$ cat config.mk
export PLATFORM = sky130hd
export DESIGN_NAME = lm_sm_sequencer
export DESIGN_NICKNAME = d
export VERILOG_FILES = /design/src/rtl/lm_sm_sequencer.sv
export SDC_FILE = /design/constraint.sdc
export NUM_CORES = 1
export LEC_CHECK = 0
export ABC_AREA = 1
export CORE_MARGIN = 5
export CORE_UTILIZATION = 56
export DETAILED_ROUTE_END_ITERATION = 8
export GPL_TIMING_DRIVEN = 1
export PLACE_DENSITY = 0.87
export SETUP_SLACK_MARGIN = 0.02
export SKIP_CTS_REPAIR_TIMING = 1
export SLEW_MARGIN = 20
export SYNTH_ARGS = -nofsm -noshare
export SYNTH_HDL_FRONTEND = slang
export SYNTH_SLANG_ARGS = --single-unit
$ cat constraint.sdc
create_clock -name clk -period 3.5 [get_ports clk]
set_input_delay 0.7 -clock clk [delete_from_list [all_inputs] [get_ports clk]]
set_output_delay 0.7 -clock clk [all_outputs]
set_load 0.01 [all_outputs]
$ cat src/rtl/lm_sm_sequencer.sv
// Register-list sequencer for LM/SM: walks the set bits of IR[7:0] in ascending order,
// issuing one (register index, memory address) pair per step with consecutive addresses.
module lm_sm_sequencer #(
    parameter int unsigned AW   = 16,
    parameter int unsigned NREG = 8
) (
    input  logic                    clk,
    input  logic                    proc_rst,
    input  logic                    start,
    input  logic [NREG-1:0]         reg_list,
    input  logic [AW-1:0]           base_addr,
    input  logic                    step,
    output logic                    busy,
    output logic                    valid,
    output logic [$clog2(NREG)-1:0] reg_idx,
    output logic [AW-1:0]           mem_addr,
    output logic                    last,
    output logic                    done,
    output logic [3:0]              count
);

    localparam int unsigned IW = $clog2(NREG);

    localparam logic [1:0] StIdle   = 2'd0;
    localparam logic [1:0] StActive = 2'd1;
    localparam logic [1:0] StDone   = 2'd2;

    logic [1:0]      state_q, state_d;
    logic [NREG-1:0] mask_q, mask_d;
    logic [AW-1:0]   addr_q, addr_d;
    logic [3:0]      count_q, count_d;
    logic [IW-1:0]   idx_q, idx_d;
    logic [AW-1:0]   maddr_q, maddr_d;

    logic [NREG-1:0] mask_nxt;
    logic [AW-1:0]   addr_inc;

    function automatic logic [IW-1:0] lowest_idx(input logic [NREG-1:0] m);
        lowest_idx = '0;
        for (int i = NREG - 1; i >= 0; i--) begin
            if (m[i]) lowest_idx = IW'(i);
        end
    endfunction

    // Clearing the lowest set bit: m & (m - 1).
    assign mask_nxt = mask_q & (mask_q - NREG'(1));
    assign addr_inc = addr_q + AW'(1);

    always_comb begin
        state_d = state_q;
        mask_d  = mask_q;
        addr_d  = addr_q;
        count_d = count_q;
        idx_d   = idx_q;
        maddr_d = maddr_q;
        case (state_q)
            StIdle: begin
                if (start) begin
                    mask_d  = reg_list;
                    addr_d  = base_addr;
                    count_d = 4'd0;
                    if (reg_list == '0) begin
                        state_d = StDone;
                    end else begin
                        state_d = StActive;
                        idx_d   = lowest_idx(reg_list);
                        maddr_d = base_addr;
                    end
                end
            end
            StActive: begin
                if (step) begin
                    mask_d  = mask_nxt;
                    addr_d  = addr_inc;
                    count_d = count_q + 4'd1;
                    // Presented pair only advances while transfers remain, so it holds afterwards.
                    if (mask_nxt == '0) begin
                        state_d = StDone;
                    end else begin
                        idx_d   = lowest_idx(mask_nxt);
                        maddr_d = addr_inc;
                    end
                end
            end
            StDone:  state_d = StIdle;
            default: state_d = StIdle;
        endcase
    end

    always_ff @(posedge clk) begin
        if (proc_rst) begin
            state_q <= StIdle;
            mask_q  <= '0;
            addr_q  <= '0;
            count_q <= '0;
            idx_q   <= '0;
            maddr_q <= '0;
        end else begin
            state_q <= state_d;
            mask_q  <= mask_d;
            addr_q  <= addr_d;
            count_q <= count_d;
            idx_q   <= idx_d;
            maddr_q <= maddr_d;
        end
    end

    assign busy     = (state_q == StActive) || (state_q == StDone);
    assign valid    = (state_q == StActive);
    assign last     = (state_q == StActive) && (mask_q != '0) && (mask_nxt == '0);
    assign done     = (state_q == StDone);
    assign reg_idx  = idx_q;
    assign mem_addr = maddr_q;
    assign count    = count_q;

endmodule

Word-level counts from Yosys, hierarchy flattened
Index checks and enable logic that the tools add are counted.

Word-level logic and storage cells: 68. Bits in registers: 49. Output and inout port bits: 27. Input port bits: 28.

Equal/unequal tests: 7. Bitwise gates (word level): 1. Add/subtract/negate cells: 3. Multiplexer cells: 40. Reductions and logical operators: 11.

Operator list (count): $mux W16 (6); $pmux W16 S2 (2); $mux W3 (20); $add A16 B1 Y16 const B (1); $logic_not A8 Y1 (2); $mux W8 (2); $pmux W8 S2 (1); $and A8 B8 Y8 (1); $mux W2 (4); $mux W4 (2); $ne A2 B2 Y1 const B (4); $pmux W4 S2 (1); $reduce_bool A8 Y1 (1); $sub A8 B1 Y8 const B (1); $pmux W3 S2 (1); $reduce_and A3 Y1 (2); $reduce_and A5 Y1 (1); $add A4 B1 Y4 const B (1); $pmux W2 S2 (1); $eq A2 B1 Y1 const B (1); $eq A2 B2 Y1 const B (1); $logic_and A1 B1 Y1 (2); $logic_not A2 Y1 (1); $ne A2 B1 Y1 const B (1); other kinds (2) (2).

Depth between registers and ports, before layout
Depth after elaboration: 13. Mapped depth: 14. Gate-level depth less buffers: 13.

Worst setup path after synthesis
No wires, ideal clock.

Path kind: flip-flop to output port. Start: register state_q[1]. End: output port last. Buffers on the path: 0. Data arrival time: 1256 ps. Slack: 1544 ps. Cell stages (with the launch flop): 7. Required time: 2800 ps. Cell sequence: dfxtp_1 inv_1 ha_1 nand2_1 nor2_1 nand3_2 a21oi_1.

Cells in the longest elaborated chain, start to end: 3.

RTL lines: from (decl) (RTL line 28) `logic [1:0] state_q, state_d;`; from (signal assigned) (RTL line 92) `state_q <= StIdle;`; from (signal assigned) (RTL line 99) `state_q <= state_d;`; $eq A2 B1 Y1; net valid (RTL line 14) `output logic valid,`; $logic_and A1 B1 Y1 (2 in series) (RTL line 110) `assign last = (state_q == StActive) && (mask_q != '0) && (mask_nxt == '0);`; to (decl) (RTL line 17) `output logic last,`.

The timed path passes the listed nets, and every way through them passes these cells.

Worst setup path in the final report
Start: register mask_q[0]. End: output port last.

Cells in the longest elaborated chain, start to end: 4. Elaborated cells on any way between the ends: 6.

RTL lines: from (decl) (RTL line 29) `logic [NREG-1:0] mask_q, mask_d;`; from (signal assigned) (RTL line 100) `mask_q <= mask_d;`; $sub A8 B1 Y8 (RTL line 46) `assign mask_nxt = mask_q & (mask_q - NREG'(1));`; $and A8 B8 Y8 (RTL line 46); $logic_not A8 Y1 (RTL line 110); $logic_and A1 B1 Y1 * (RTL line 110).

Every way passes the cells marked *; elsewhere a longest branch is shown, timed or not.

==> flow_summary.yaml <==
critical_path:
  slowest_stage: "clkdlybuf4s50_1"
  r2r_cells: 12
  reg2reg_to: "addr_q[9]"
  crit-reg2reg-launch: "state_q[1]"
  cp_slowest_stage_delay_ps: 570
  crit_buf_inv: 1
  ff2ff_setup_slack_ps: 1170
  path_cells: "nor2_2, nand2_1, nor2_2, nor2_1, nor2_1, nand3_2, a21oi_1, clkdlybuf4s50_1"
  endpoint_kind: "output port"
  crit_family: "simple AND/OR/NAND/NOR gates"
  worstSetupStartpointType: "flop"
  critPathRequiredTime_ps: 2800
  crit_type: "flop to output port"
  arrival_ps: 2170
  crit_path_max_fanout: 4
placed_design:
  gp_congestion: 0.920
  place_area_um2: 3310
  dpl.hpwl_um: 4960
  port_buffers: 54
  place_ws_ps: 953
clock_tree:
  htreeDepth: 2
  clockRootBuffer: "clkbuf_8"
  cts_tree: "done"
  cts_buffer_depth: 2
  numCtsBuffers: 5
  insertion_delay_ps: 300
  clock_sinks: 49
  clk_pin_slew_ps: 90
timing:
  finalSetupViolCount: 0
  slew_headroom: 0.576
  worst_slew_pin_slew_ps: 633
  setup_tns_ps: 0
  maxSlewViolCount: 0
  fin_crit_sh: 0.820
  setup_slack_ps: 630
  fin_skew_ps: 10.3
  hold_violations: 0
  rsz0062_at_grt: "no"
  max_freq_mhz: 348
  period_needed_ps: 2870
synth:
  synth_nets: 472
  yosysTopAreaCellShare: 0.358
  yosysSeqAreaShare: 0.358
  yosysWarningCount: 0
  avgSynthCellArea_um2: 6.24
  yosysUniqueCellTypes: 30
  synthTopCellsByArea: "dfxtp_1 (36%), nand2_1 (17%), nor2_1 (9.2%)"
  syn_area_um2: 2740
  yosys.area.top_type: "dfxtp_1"
  syn_inst: 439
  ys_seq_elements: 49
routing:
  dr.max_layer_used: "met4"
  avgViaCountPerCell: 5.26
  met2_length_um: 3330
  drtPass1Iterations: 5
  drt-wirelength-per-cell_um: 12.3
  drt_iter0_drc: 195
  ant_nets: 0
  met1_length_um: 2950
  wl_met3_um: 429
  drt_wl_total_um: 6820
  via_count: 2917
  drc: 0
status:
  run_status: "finished, final reports clean"
final_layout:
  final_area_um2: 3410
  syn_to_final_growth_pct: 24.6
  num-fill-cells: 428
  nNetsFinal: 520
  layout_common_cells: "nand2_1 (122), nor2_1 (67), clkdlybuf4s50_1 (54)"
  layout-drive-gt1-share: 0.0512
  final_common_cell: "nand2_1"
  n_antenna_cell: 0
worst_hold_path:
  hp-start: "mask_q[7]"
  worstHoldPathType: "flop to flop"
  worstHoldPathCells: 2
  hold_end: "mask_q[7]"
power:
  power_frac_seq: 0.318
  swShare: 0.471
  power_density_nw_per_um2: 891
  p_sw_mw: 1.43
  p_clk_frac: 0.116
  p_comb_frac: 0.566
  p_leak_nw: 1.57
  intPower_mw: 1.61
  p_total_mw: 3.04
  max-vdd-ir-drop_mv: 0.697
floorplan:
  die_y_um: 79.9
  initial_core_util: 0.580
  fp.dieArea_um2: 6390
  core_area_um2: 4720
  fp-row-count: 25
  die_x_um: 79.9
  num_io_pins: 55
global_routing:
  track_usage: 0.221
  grt_pass1_wl_um: 11400
  antenna_found_initial: 0
  grt_pass1_vias: 2731
  grt_max_degree: 31
  grt.overflow.total: 0
job:
  drv_cap: 0
flip-flops by register name, indices dropped and copies added (netlist names):
register / count
count: 4
addr_q: 16
mask_q: 8
state_q: 2
mem_addr: 16
reg_idx: 3
tightest hold or removal path, cell delays in order, from the launching register on:
cell and delay (ps):
dfxtp_1 320, nand2_1 60, a21oi_1 50
logic make-up after synthesis:
group	Yosys count	synth area share
adder cells (fa/ha/maj)	5	0.0229
buffers and inverters	69	0.0996
XOR/XNOR	5	0.0160
AO/OA/AOI/OAI	80	0.156
AND/OR/NAND/NOR	231	0.347
flip-flops	49	0.358
routing by layer:
metal | GRT usage | vias to the layer above
met3 | 0.0418 | 11
met1 | 0.262 | 1334
li1 | - | 1481
met4 | 0.0760 | 0
met2 | 0.396 | 91
met5 | 0 | -
final cells by class:
type                       instances  area, um^2  share of cell area
inverter                          52         195              0.0572
timing repair buffer              58         571               0.167
clock buffer                       6        82.6              0.0242
sequential                        49         981               0.288
clock inverter                     2        13.8             0.00404
multi-input combinational        321        1480               0.435
tap                               67        83.8              0.0246
synth_stat cells:
master,n
nand3_1,19
clkbuf_1,12
nand2_1,122
o21a_1,2
a21o_1,1
buf_4,1
buf_6,1
dfxtp_1,49
nand2_4,1
nand4_1,5
nor2_1,67
xnor2_1,1
o21ai_2,1
nand3b_1,1
buf_1,1
nand3_2,1
ha_1,5
or2_2,4
and3_1,1
a31oi_1,2
nor2_2,2
o21ai_0,43
inv_1,48
inv_2,4
a21oi_1,26
nor3_1,6
or2_1,2
o211ai_1,5
xor2_1,4
buf_2,2
power groups by stage:
stage	Sequential (mW)	Combinational, mW	Clock [mW]
2_1_floorplan	0.977	1.22	0
3_3_place_gp	0.964	1.67	0
3_5_place_dp	0.972	1.70	0
4_1_cts	0.961	1.72	0.356
5_1_grt	0.997	1.95	0.383
6_report	0.967	1.72	0.353
worst max path at each step:
stage,start,endpoint,slack [ps],cells past startpoint
after global routing,mask_q[0],last,440,8
after detailed placement,start,addr_q[9],950,10
after floorplan,state_q[1],last,1540,6
after global placement,start,addr_q[7],970,10
final,mask_q[0],last,630,8
after CTS,mask_q[0],last,630,8
through the flow:
stage	hold slack (ps)	utilization	instances
floorplan	444	-	439
global placement	452	0.702	547
detailed placement	460	0.702	547
CTS	471	0.722	555
global route	507	0.722	555
finish	472	0.722	555
Power figures use the tool's default switching activity.
